**src/rtl/user_score_tracker_pkg.sv**
```systemverilog
// Shared grade codes, FSM state encoding and rank-to-display-code mapping
// for the piano grading engine.
package user_score_tracker_pkg;

    localparam logic [5:0] GRADE_S    = 6'b010010;
    localparam logic [5:0] GRADE_A    = 6'b000000;
    localparam logic [5:0] GRADE_B    = 6'b000001;
    localparam logic [5:0] GRADE_C    = 6'b000010;
    localparam logic [5:0] GRADE_D    = 6'b000011;
    localparam logic [5:0] GRADE_NONE = 6'b111111;

    typedef enum logic [1:0] {
        ST_IDLE   = 2'd0,
        ST_PLAY   = 2'd1,
        ST_COMMIT = 2'd2
    } state_t;

    // Rank 0..4 is S..D; anything else is shown as blank.
    function automatic logic [5:0] rank_to_code(input logic [2:0] rank);
        case (rank)
            3'd0:    return GRADE_S;
            3'd1:    return GRADE_A;
            3'd2:    return GRADE_B;
            3'd3:    return GRADE_C;
            3'd4:    return GRADE_D;
            default: return GRADE_NONE;
        endcase
    endfunction

endpackage

```
**src/rtl/user_score_tracker_mismatch_timer.sv**
```systemverilog
// Counts consecutive mismatch cycles; every ERR_TICKS of them adds one
// saturating error. Any matching cycle restarts the run.
module user_score_tracker_mismatch_timer #(
    parameter int ERR_TICKS = 100000,
    parameter int ERR_W     = 8
) (
    input  logic             clk,
    input  logic             rst,
    input  logic             clear,
    input  logic             enable,
    input  logic             mismatch,
    output logic [ERR_W-1:0] err_count
);

    localparam int TICK_W = (ERR_TICKS > 1) ? $clog2(ERR_TICKS) : 1;
    localparam logic [TICK_W-1:0] TICK_LAST = TICK_W'(ERR_TICKS - 1);

    logic [TICK_W-1:0] tick_cnt;

    always_ff @(posedge clk or posedge rst) begin
        if (rst) begin
            tick_cnt  <= '0;
            err_count <= '0;
        end else if (clear) begin
            tick_cnt  <= '0;
            err_count <= '0;
        end else if (enable) begin
            if (!mismatch) begin
                tick_cnt <= '0;
            end else if (tick_cnt == TICK_LAST) begin
                tick_cnt <= '0;
                if (err_count != '1)
                    err_count <= err_count + ERR_W'(1);
            end else begin
                tick_cnt <= tick_cnt + TICK_W'(1);
            end
        end
    end

endmodule

```
**src/rtl/user_score_tracker.sv**
```systemverilog
// Multi-user grading engine: times note mismatches during a song, grades
// the error count and keeps last/best grade per user slot.
module user_score_tracker
    import user_score_tracker_pkg::*;
#(
    parameter int NUM_USERS = 4,
    parameter int NOTE_W    = 10,
    parameter int ERR_TICKS = 100000,
    parameter int ERR_W     = 8,
    parameter int TH_A      = 1,
    parameter int TH_B      = 3,
    parameter int TH_C      = 6,
    parameter int TH_D      = 10
) (
    input  logic                         clk,
    input  logic                         rst,
    input  logic [$clog2(NUM_USERS)-1:0] user_sel,
    input  logic                         play_start,
    input  logic                         song_done,
    input  logic [NOTE_W-1:0]            note_expected,
    input  logic [NOTE_W-1:0]            note_played,
    output logic [$clog2(NUM_USERS)-1:0] active_user,
    output logic                         busy,
    output logic [ERR_W-1:0]             err_count,
    output logic [5:0]                   live_grade,
    output logic [5:0]                   last_grade,
    output logic [5:0]                   best_grade,
    output logic                         grade_valid
);

    state_t                 state;
    logic [2:0]             last_rank [NUM_USERS];
    logic [2:0]             best_rank [NUM_USERS];
    logic [NUM_USERS-1:0]   slot_vld;
    logic [2:0]             rank;
    logic                   timer_clear;
    logic                   timer_en;

    // play_start restarts the song from IDLE or mid-song alike.
    assign timer_clear = play_start && (state == ST_IDLE || state == ST_PLAY);
    assign timer_en    = (state == ST_PLAY);

    user_score_tracker_mismatch_timer #(
        .ERR_TICKS (ERR_TICKS),
        .ERR_W     (ERR_W)
    ) u_mismatch_timer (
        .clk       (clk),
        .rst       (rst),
        .clear     (timer_clear),
        .enable    (timer_en),
        .mismatch  (note_played != note_expected),
        .err_count (err_count)
    );

    always_comb begin
        if (32'(err_count) < TH_A)
            rank = 3'd0;
        else if (32'(err_count) < TH_B)
            rank = 3'd1;
        else if (32'(err_count) < TH_C)
            rank = 3'd2;
        else if (32'(err_count) < TH_D)
            rank = 3'd3;
        else
            rank = 3'd4;
    end

    always_ff @(posedge clk or posedge rst) begin
        if (rst) begin
            state       <= ST_IDLE;
            active_user <= '0;
            grade_valid <= 1'b0;
            slot_vld    <= '0;
            for (int i = 0; i < NUM_USERS; i++) begin
                last_rank[i] <= '0;
                best_rank[i] <= '0;
            end
        end else begin
            grade_valid <= 1'b0;
            case (state)
                ST_IDLE: begin
                    if (32'(user_sel) < NUM_USERS)
                        active_user <= user_sel;
                    if (play_start)
                        state <= ST_PLAY;
                end
                ST_PLAY: begin
                    if (!play_start && song_done)
                        state <= ST_COMMIT;
                end
                ST_COMMIT: begin
                    last_rank[active_user] <= rank;
                    if (!slot_vld[active_user] || rank < best_rank[active_user])
                        best_rank[active_user] <= rank;
                    slot_vld[active_user] <= 1'b1;
                    grade_valid           <= 1'b1;
                    state                 <= ST_IDLE;
                end
                default: state <= ST_IDLE;
            endcase
        end
    end

    assign busy       = (state == ST_PLAY) || (state == ST_COMMIT);
    assign live_grade = rank_to_code(rank);

    always_comb begin
        last_grade = GRADE_NONE;
        best_grade = GRADE_NONE;
        if (slot_vld[active_user]) begin
            last_grade = rank_to_code(last_rank[active_user]);
            best_grade = rank_to_code(best_rank[active_user]);
        end
    end

endmodule

```
**config.mk**
```make
export PLATFORM = sky130hd
export DESIGN_NAME = user_score_tracker
export DESIGN_NICKNAME = d
export VERILOG_FILES = /design/src/rtl/user_score_tracker_pkg.sv /design/src/rtl/user_score_tracker_mismatch_timer.sv /design/src/rtl/user_score_tracker.sv
export SDC_FILE = /design/constraint.sdc
export NUM_CORES = 1
export LEC_CHECK = 0
export BUFFER_PORTS_ARGS = -buffer_cell sky130_fd_sc_hd__buf_2
export CORE_ASPECT_RATIO = 0.8
export CORE_UTILIZATION = 30
export DETAILED_ROUTE_END_ITERATION = 7
export PLACE_DENSITY = 0.53
export RECOVER_POWER = 25
export SKIP_CTS_REPAIR_TIMING = 1
export SYNTH_ARGS = -nofsm -noshare
export SYNTH_HDL_FRONTEND = slang
export SYNTH_SLANG_ARGS = --single-unit
```
**constraint.sdc**
```tcl
create_clock -name clk -period 6.2 [get_ports clk]
set_input_delay 0.62 -clock clk [delete_from_list [all_inputs] [get_ports clk]]
set_output_delay 0.62 -clock clk [all_outputs]
set_load 0.05 [all_outputs]
```
==> run summary, run 1 <==
status -> complete, but fails checks
failing checks -> max-capacitance violations, max-slew violations
Post-synth top cells -> 58 x dfrtp_1, 29 x nand2_1, 23 x nor2_1
crit path time final -> 3.274 ns
FMAX -> 305.5 MHz
slowest CP cell -> clkbuf_1
post-synthesis register bit count -> 58
largest net degree at the start of global routing -> 59
TritonCTS buffer count -> 9
mapped cell area -> 0.003395 mm²
met3 usage -> 4.167%
TNS Setup -> 0 ns
layout cells sized above 1 -> 24.12%
WHS -> 0.4640 ns
Most used DFF post-synth -> dfrtp_1
final setup violating endpoints -> 0
global-route wire length before repair -> 12160 µm
clock slew at reported path FFs -> 0.05 ns
share of flip-flops with an asynchronous set or reset -> 100.0%
FP Rows -> 34
Syn. warnings -> 0
Final Max Slew Viols -> 59
hold path cells -> 1
crit-path max cell delay -> 2.22 ns
clk_lat worst skew -> 0.33 ns
vias per cell -> 4.828
Cell variety after synth -> 54
CTS Sinks -> 58
hold path start -> slot_vld[3]$_DFFE_PP0P_
maximum vdd drop -> 0.2160 mV
Final Hold Violating Endpoints -> 0
WHS Endpoint -> slot_vld[3]$_DFFE_PP0P_
CP Launch Type -> input pin
crit path from -> rst
WP data arrival -> 3.00 ns
GRT Overall Usage -> 13.44%
CP required -> 5.93 ns
clock buffer depth -> 2
Cell Chain, Critical Path -> buf_2, inv_1, clkbuf_1
Max Clock Skew -> 0.006411 ns
Worst Setup End Kind -> asynchronous set/reset pin
GRT met1 Usage -> 18.73%
Critical R2R Capture -> best_rank[8]$_DFFE_PP0P_
gr ovfl total -> 0
synthesized area per cell -> 10.78 µm²
worst min path class -> flip-flop to flip-flop
drt first pass iters -> 4
Most Used Layer, Global Route -> met2
P per Cell Area -> 417.1 mW/mm²
clk root buf -> clkbuf_16
Reg-to-Reg Start -> u_mismatch_timer.err_count[2]$_DFFE_PP0P_
RSZ-0062 raised after global routing -> no
n_diodes -> 0
GPL Wtd Cong -> 0.7249
via count of the routed design -> 2477
actual slew at the worst max-slew pin -> 3.156 ns
largest area contributor in the netlist -> dfrtp_1
Max-Cap Viols -> 1
count leader, synth -> dfrtp_1
Max FO, Critical Path -> 58
antenna violations before repair -> 0
Initial Util -> 31.05%
IO Pins -> 56
reg2reg setup slack -> 3.26 ns
number of synthesized flops with an enable pin -> 0
Area contributors post-synth -> dfrtp_1 43%, xor2_1 5.2%, mux4_2 4.6%, mux2_1 4.0%, o21ai_0 3.2%
crit share post-route -> 52.80%
area share of the largest cell type after synthesis -> 42.76%
Layout Nets -> 398
antenna-violating nets left -> 0
final wirelength -> 7215 µm
area delta synth->final -> 19.06%
CTS H-tree lvls -> 3
Setup Crit Path Kind -> input pin to asynchronous set/reset pin
Worst Reg-to-Reg Cells -> 8
P_leak -> 1.821 nW
I/O Buffers -> 52
met2 usage -> 19.56%
number of global-route vias before repair -> 2390
Avg WL per Cell -> 14.06 µm
die footprint -> 0.01175 mm²
DP HPWL -> 5106 µm
Seq/Total Area, Yosys -> 42.76%
Post-Synthesis Cells -> 315
DRC viols -> 0
relative slew slack -> -110.4%
Die W -> 120.9 µm
CTS tree -> built
CORE AREA -> 0.01093 mm²
Iter 0 DRT Violations -> 122
Die H -> 97.14 µm
power by group:
part | switching, W | total (W) | leakage [nW] | internal, W
logic | 0.000509 | 0.000700 | 0.884 | 0.000192
registers | 0.0000592 | 0.000485 | 0.790 | 0.000426
clock network | 0.000168 | 0.000500 | 0.147 | 0.000332
total | 0.000736 | 0.00169 | 1.82 | 0.000950
cell usage in the layout, fill, tap and decap left out, drive strengths merged, types with 6 or more instances in the layout:
cell and instances:
a21oi 6, buf 52, clkbuf 15, dfrtp 58, ha 8, inv 9
mux2 15, mux4 7, nand2 30, nand2b 10, nand3 18, nor2 23
nor4 7, o21ai 23, xnor2 6, xor2 20
routing by layer:
| metal | vias to the layer above | wire length [µm] |
|---|---|---|
| met4 | 0 | 87 |
| met2 | 64 | 3202 |
| li1 | 1222 | - |
| met3 | 8 | 344 |
| met5 | - | 0 |
| met1 | 1183 | 3582 |
registers in the layout (all words and copies together), names as in the netlist:
register                    flops
u_mismatch_timer.tick_cnt      17
grade_valid                     1
active_user                     2
last_rank                      12
slot_vld                        4
state                           2
best_rank                      12
u_mismatch_timer.err_count      8
layout make-up:
cell class / instances / area (µm²)
Fill cell: 1107 / 6892
Multi-Input combinational cell: 233 / 1813
Sequential cell: 58 / 1451
Clock buffer: 14 / 264.0
Timing Repair Buffer: 53 / 264.0
Clock inverter: 2 / 35.03
Tap cell: 144 / 180.2
Inverter: 9 / 33.78
cells by family after synthesis:
family | share of synthesized area, %
adder cells (fa/ha/maj) | 2.949
multiplexers | 10.80
flip-flops | 42.76
XOR/XNOR | 6.708
other | 0.1105
AND/OR/NAND/NOR | 20.68
buffers and inverters | 4.054
AO/OA/AOI/OAI | 11.94
worst max-delay path by stage:
stage	to	slack (ns)	depth (start not counted)
2_1_floorplan	live_grade[0]	2.95	4
3_5_place_dp	best_rank[9]$_DFFE_PP0P_	3.26	8
5_1_grt	best_rank[1]$_DFFE_PP0P_	2.05	3
4_1_cts	best_grade[4]	3.01	4
3_3_place_gp	best_rank[7]$_DFFE_PP0P_	3.31	8
6_report	best_rank[8]$_DFFE_PP0P_	2.93	3
through the flow:
stage	power, W	util [%]	instance area [µm²]	setup WS [ns]	cells
4_1_cts	0.001706	37.00	4045	3.010	513
6_report	0.001686	36.96	4041	2.926	513
3_5_place_dp	0.001200	34.26	3746	3.258	497
3_3_place_gp	0.001193	34.26	3746	3.308	497
5_1_grt	0.001780	36.96	4041	2.045	513
2_1_floorplan	0.001110	-	3402	2.953	317
critical path, delay by kind of cell:
family / cells / cell delay [ns]
buffers and inverters: 3 / 2.35
Note: power is estimated with default switching activity, not from simulation.
==> inputs of run 2 (changes only) <==
==> constraint.sdc (replaced) <==
create_clock -name clk -period 3.26 [get_ports clk]
set_input_delay 0.326 -clock clk [delete_from_list [all_inputs] [get_ports clk]]
set_output_delay 0.326 -clock clk [all_outputs]
set_load 0.05 [all_outputs]
==> run summary, run 2 (synthesis results as in run 1) <==
status -> finished, final reports clean
CP required -> 3.47 ns
crit path from -> u_mismatch_timer.err_count[6]$_DFFE_PP0P_
FP Rows -> 34
maximum vdd drop -> 0.5129 mV
Avg WL per Cell -> 13.73 µm
clock buffer depth -> 2
antenna-violating nets left -> 0
DP HPWL -> 5316 µm
I/O Buffers -> 52
crit path time final -> 2.827 ns
antenna violations before repair -> 0
Iter 0 DRT Violations -> 124
flip-flop count of the largest register after layout -> 17
relative slew slack -> 29.63%
area of the multi-input gates -> 0.001813 mm²
Max Clock Skew -> 0.006523 ns
clock slew at reported path FFs -> 0.05 ns
gr ovfl total -> 0
Finished Layout Cells -> 518
vias per cell -> 4.782
end point of the critical path -> best_rank[7]$_DFFE_PP0P_
overall power -> 0.003295 W
Top reg by flops -> u_mismatch_timer.tick_cnt
largest net degree at the start of global routing -> 22
Post-Place Cell Area -> 0.003791 mm²
number of global-route vias before repair -> 2423
IO Pins -> 56
final wirelength -> 7111 µm
CORE AREA -> 0.01093 mm²
DRC viols -> 0
worst min path class -> input pin to asynchronous set/reset pin
Setup Crit Path Kind -> flip-flop to flip-flop
CTS H-tree lvls -> 3
reg2reg setup slack -> 0.43 ns
drt first pass iters -> 4
Placed Cells -> 503
layout cells sized above 1 -> 25.40%
crit share post-route -> 86.73%
CTS Sinks -> 58
clk_lat worst skew -> 0.33 ns
Fillers -> 1076
GPL Wtd Cong -> 0.7690
clk root buf -> clkbuf_16
TritonCTS buffer count -> 9
via count of the routed design -> 2477
P per Cell Area -> 802.2 mW/mm²
global-route wire length before repair -> 11840 µm
most common cell after layout, fill and taps aside -> dfrtp_1
GRT Overall Usage -> 13.22%
Worst Reg-to-Reg Cells -> 8
actual slew at the worst max-slew pin -> 1.056 ns
Top Registers -> u_mismatch_timer.tick_cnt (17), best_rank (12), last_rank (12)
Final Hold Violating Endpoints -> 0
Max FO, Critical Path -> 6
Final Max Slew Viols -> 0
P_leak -> 1.861 nW
FMAX -> 353.7 MHz
Reg-to-Reg Start -> u_mismatch_timer.err_count[6]$_DFFE_PP0P_
Die H -> 97.14 µm
Layout Nets -> 404
Die W -> 120.9 µm
TNS Setup -> 0 ns
n_diodes -> 0
CP Launch Type -> flip-flop
CTS tree -> built
final setup violating endpoints -> 0
RSZ-0062 raised after global routing -> no
Worst Setup End Kind -> flip-flop
Max-Cap Viols -> 0
fin area -> 0.004108 mm²
die footprint -> 0.01175 mm²
WP data arrival -> 3.03 ns
Initial Util -> 31.05%
flip-flop and latch area -> 0.001451 mm²
area delta synth->final -> 21.01%
most frequent cells in the layout -> 58 x dfrtp_1, 52 x buf_2, 29 x nand2_1
Critical R2R Capture -> best_rank[7]$_DFFE_PP0P_
-- run 2: worst min path at each step --
stage	startpoint	endpoint	slack [ns]	depth (start not counted)
3_3_place_gp	rst	u_mismatch_timer.tick_cnt[5]$_DFFE_PP0N_	0.36	2
4_1_cts	rst	u_mismatch_timer.tick_cnt[15]$_DFFE_PP0N_	0.001	2
5_1_grt	rst	u_mismatch_timer.tick_cnt[15]$_DFFE_PP0N_	0.21	2
6_report	rst	u_mismatch_timer.tick_cnt[15]$_DFFE_PP0N_	0.14	2
2_1_floorplan	slot_vld[2]$_DFFE_PP0P_	slot_vld[2]$_DFFE_PP0P_	0.43	1
3_5_place_dp	rst	grade_valid$_DFF_PP0_	0.36	2
-- run 2: metal layers --
metal | up-vias | GRT usage, % | wire length, µm | part of all wire (%)
li1 | 1238 | - | - | -
met1 | 1164 | 17.65 | 3549 | 50
met2 | 66 | 19.34 | 3034 | 43
met3 | 9 | 4.343 | 407 | 5.7
met4 | 0 | 5.888 | 121 | 1.7
met5 | - | 0 | 0 | 0
-- run 2: layout make-up --
type | instances | share of cell area [%]
Clock inverter | 2 | 1.462
Clock buffer | 13 | 6.336
Inverter | 9 | 0.8224
Timing Repair Buffer | 59 | 7.524
Tap cell | 144 | 4.386
Multi-Input combinational cell | 233 | 44.14
Sequential cell | 58 | 35.33
-- run 2: report_power, final --
| group | switching, W | leakage (nW) | internal, W | total (W) |
|---|---|---|---|---|
| clock | 0.000308 | 0.156 | 0.000705 | 0.00101 |
| sequential | 0.000108 | 0.790 | 0.000811 | 0.000919 |
| combinational | 0.000983 | 0.915 | 0.000380 | 0.00136 |
-- run 2: worst max-delay path: stages, from the launching register on --
cell       delay (ns)
dfrtp_1          0.44
nor4_4           0.46
and2_1           0.29
inv_1            0.15
ha_1             0.33
nand2_2          0.11
a221oi_4         0.09
a2111oi_4        0.46
mux2_1           0.36
-- run 2: per-stage QoR --
stage	worst slack [ns]	util (%)	hold WS [ns]
3_5_place_dp	0.4321	34.68	0.3616
6_report	0.4326	37.57	0.1431
2_1_floorplan	0.3075	-	0.4287
4_1_cts	0.4084	37.61	0.001000
3_3_place_gp	0.5272	34.68	0.3564
5_1_grt	0.2774	37.57	0.2095
==> inputs of run 3 (changes only) <==
--- a/config.mk
+++ b/config.mk
@@ -6,10 +6,12 @@
 export NUM_CORES = 1
 export LEC_CHECK = 0
 export BUFFER_PORTS_ARGS = -buffer_cell sky130_fd_sc_hd__buf_2
+export CELL_PAD_IN_SITES_DETAIL_PLACEMENT = 1
+export CELL_PAD_IN_SITES_GLOBAL_PLACEMENT = 2
 export CORE_ASPECT_RATIO = 0.8
 export CORE_UTILIZATION = 30
 export DETAILED_ROUTE_END_ITERATION = 7
-export PLACE_DENSITY = 0.53
+export PLACE_DENSITY = 0.73
 export RECOVER_POWER = 25
 export SKIP_CTS_REPAIR_TIMING = 1
 export SYNTH_ARGS = -nofsm -noshare
==> constraint.sdc (replaced) <==
create_clock -name clk -period 3.4 [get_ports clk]
set_input_delay 0.34 -clock clk [delete_from_list [all_inputs] [get_ports clk]]
set_output_delay 0.34 -clock clk [all_outputs]
set_load 0.05 [all_outputs]
==> run summary, run 3 (synthesis results as in run 1) <==
reg2reg setup slack -> 0.57 ns
Top reg by flops -> u_mismatch_timer.tick_cnt
Max Clock Skew -> 0.005070 ns
Die H -> 97.14 µm
Max FO, Critical Path -> 6
DRC viols -> 0
crit path time final -> 2.825 ns
TritonCTS buffer count -> 9
clock slew at reported path FFs -> 0.05 ns
antenna violations before repair -> 0
Fillers -> 1227
Iter 0 DRT Violations -> 78
n_diodes -> 0
fin area -> 0.004051 mm²
worst min path class -> input pin to flip-flop
Post-Place Cell Area -> 0.003791 mm²
final setup violating endpoints -> 0
CORE AREA -> 0.01093 mm²
CP required -> 3.61 ns
TNS Setup -> 0 ns
CP Launch Type -> flip-flop
clk root buf -> clkbuf_16
GRT Overall Usage -> 15.48%
actual slew at the worst max-slew pin -> 1.594 ns
status -> complete, but fails checks
relative slew slack -> -6.369%
drt first pass iters -> 4
P per Cell Area -> 748.9 mW/mm²
FMAX -> 353.9 MHz
GPL Wtd Cong -> 0.7711
Max-Cap Viols -> 1
Worst Reg-to-Reg Cells -> 8
via count of the routed design -> 2539
Final Max Slew Viols -> 40
CTS tree -> built
DP HPWL -> 6011 µm
number of global-route vias before repair -> 2742
Die W -> 120.9 µm
Top Registers -> u_mismatch_timer.tick_cnt (17), best_rank (12), last_rank (12)
CTS H-tree lvls -> 3
flip-flop count of the largest register after layout -> 17
I/O Buffers -> 52
P_leak -> 1.835 nW
Most Used Layer, Global Route -> met2
Initial Util -> 31.05%
CTS Sinks -> 58
die footprint -> 0.01175 mm²
met3 usage -> 4.225%
GRT met1 Usage -> 20.31%
vias per cell -> 4.911
final wirelength -> 8207 µm
Final Hold Violating Endpoints -> 0
layout cells sized above 1 -> 25.74%
Placed Cells -> 503
met2 usage -> 24.57%
largest net degree at the start of global routing -> 40
WHS -> 0.2488 ns
hold path cells -> 2
most frequent cells in the layout -> 58 x dfrtp_1, 52 x buf_2, 29 x nand2_1
FP Rows -> 34
antenna-violating nets left -> 0
failing checks -> max-capacitance violations, max-slew violations
IO Pins -> 56
clk_lat worst skew -> 0.33 ns
Core Util, Final -> 37.06%
most common cell after layout, fill and taps aside -> dfrtp_1
clock buffer depth -> 2
area delta synth->final -> 19.35%
Worst Setup End Kind -> flip-flop
global-route wire length before repair -> 14070 µm
Avg WL per Cell -> 15.87 µm
maximum vdd drop -> 0.3629 mV
Finished Layout Cells -> 517
WP data arrival -> 3.03 ns
gr ovfl total -> 0
Setup Crit Path Kind -> flip-flop to flip-flop
crit share post-route -> 83.10%
Layout Nets -> 404
RSZ-0062 raised after global routing -> no
==> run 3: cell count changes in the layout (fill, tap and decap cells not counted) <==
cell        previous run  this run
buf_4                  6         7
bufinv_16              2         0
clkbuf_1               3         1
clkbuf_8               2         1
clkinv_2               0         2
clkinvlp_4             0         1
==> run 3: per-layer routing <==
layer	vias to the layer above	part of all wire [%]
met5	-	0
met4	0	1.0
met3	7	3.6
met2	49	47
met1	1252	49
li1	1231	-
==> run 3: worst paths after layout <==
kind / end / from
min reg2reg: slot_vld[1]$_DFFE_PP0P_ / slot_vld[1]$_DFFE_PP0P_
min: active_user[0]$_DFFE_PP0N_ / user_sel[0]
min in group asynchronous: u_mismatch_timer.tick_cnt[6]$_DFFE_PP0N_ / rst
max: best_rank[11]$_DFFE_PP0P_ / u_mismatch_timer.err_count[6]$_DFFE_PP0P_
max in group asynchronous: last_rank[2]$_DFFE_PP0P_ / rst
max reg2reg: best_rank[11]$_DFFE_PP0P_ / u_mismatch_timer.err_count[6]$_DFFE_PP0P_
==> run 3: stage by stage <==
stage	total power, W	setup WS, ns
floorplan	0.002023	0.4335
global placement	0.002220	0.6608
detailed placement	0.002261	0.5489
CTS	0.003085	0.5336
global route	0.003206	0.3853
finish	0.003034	0.5746
==> run 3: worst max-delay path, cell delays in order (launching register included) <==
cell and delay (ns):
dfrtp_1 0.44, nor4_4 0.47, and2_1 0.29, inv_1 0.15
ha_1 0.33, nand2_2 0.12, a221oi_4 0.09, a2111oi_4 0.47
mux2_1 0.37
==> run 3: area by class of cell <==
cell class	count	area (µm²)	area share, %
clock buffer	11	242.7	5.991
clock inverter	3	17.52	0.4324
tap	144	180.2	4.447
multi-input combinational	233	1813	44.75
timing repair buffer	59	312.8	7.721
inverter	9	33.78	0.8338
sequential	58	1451	35.82
==> run 3: report_power, final <==
group / switching, W / internal (W)
Clock: 0.000307 / 0.000501
Sequential: 0.0000958 / 0.000777
Combinational: 0.000975 / 0.000377
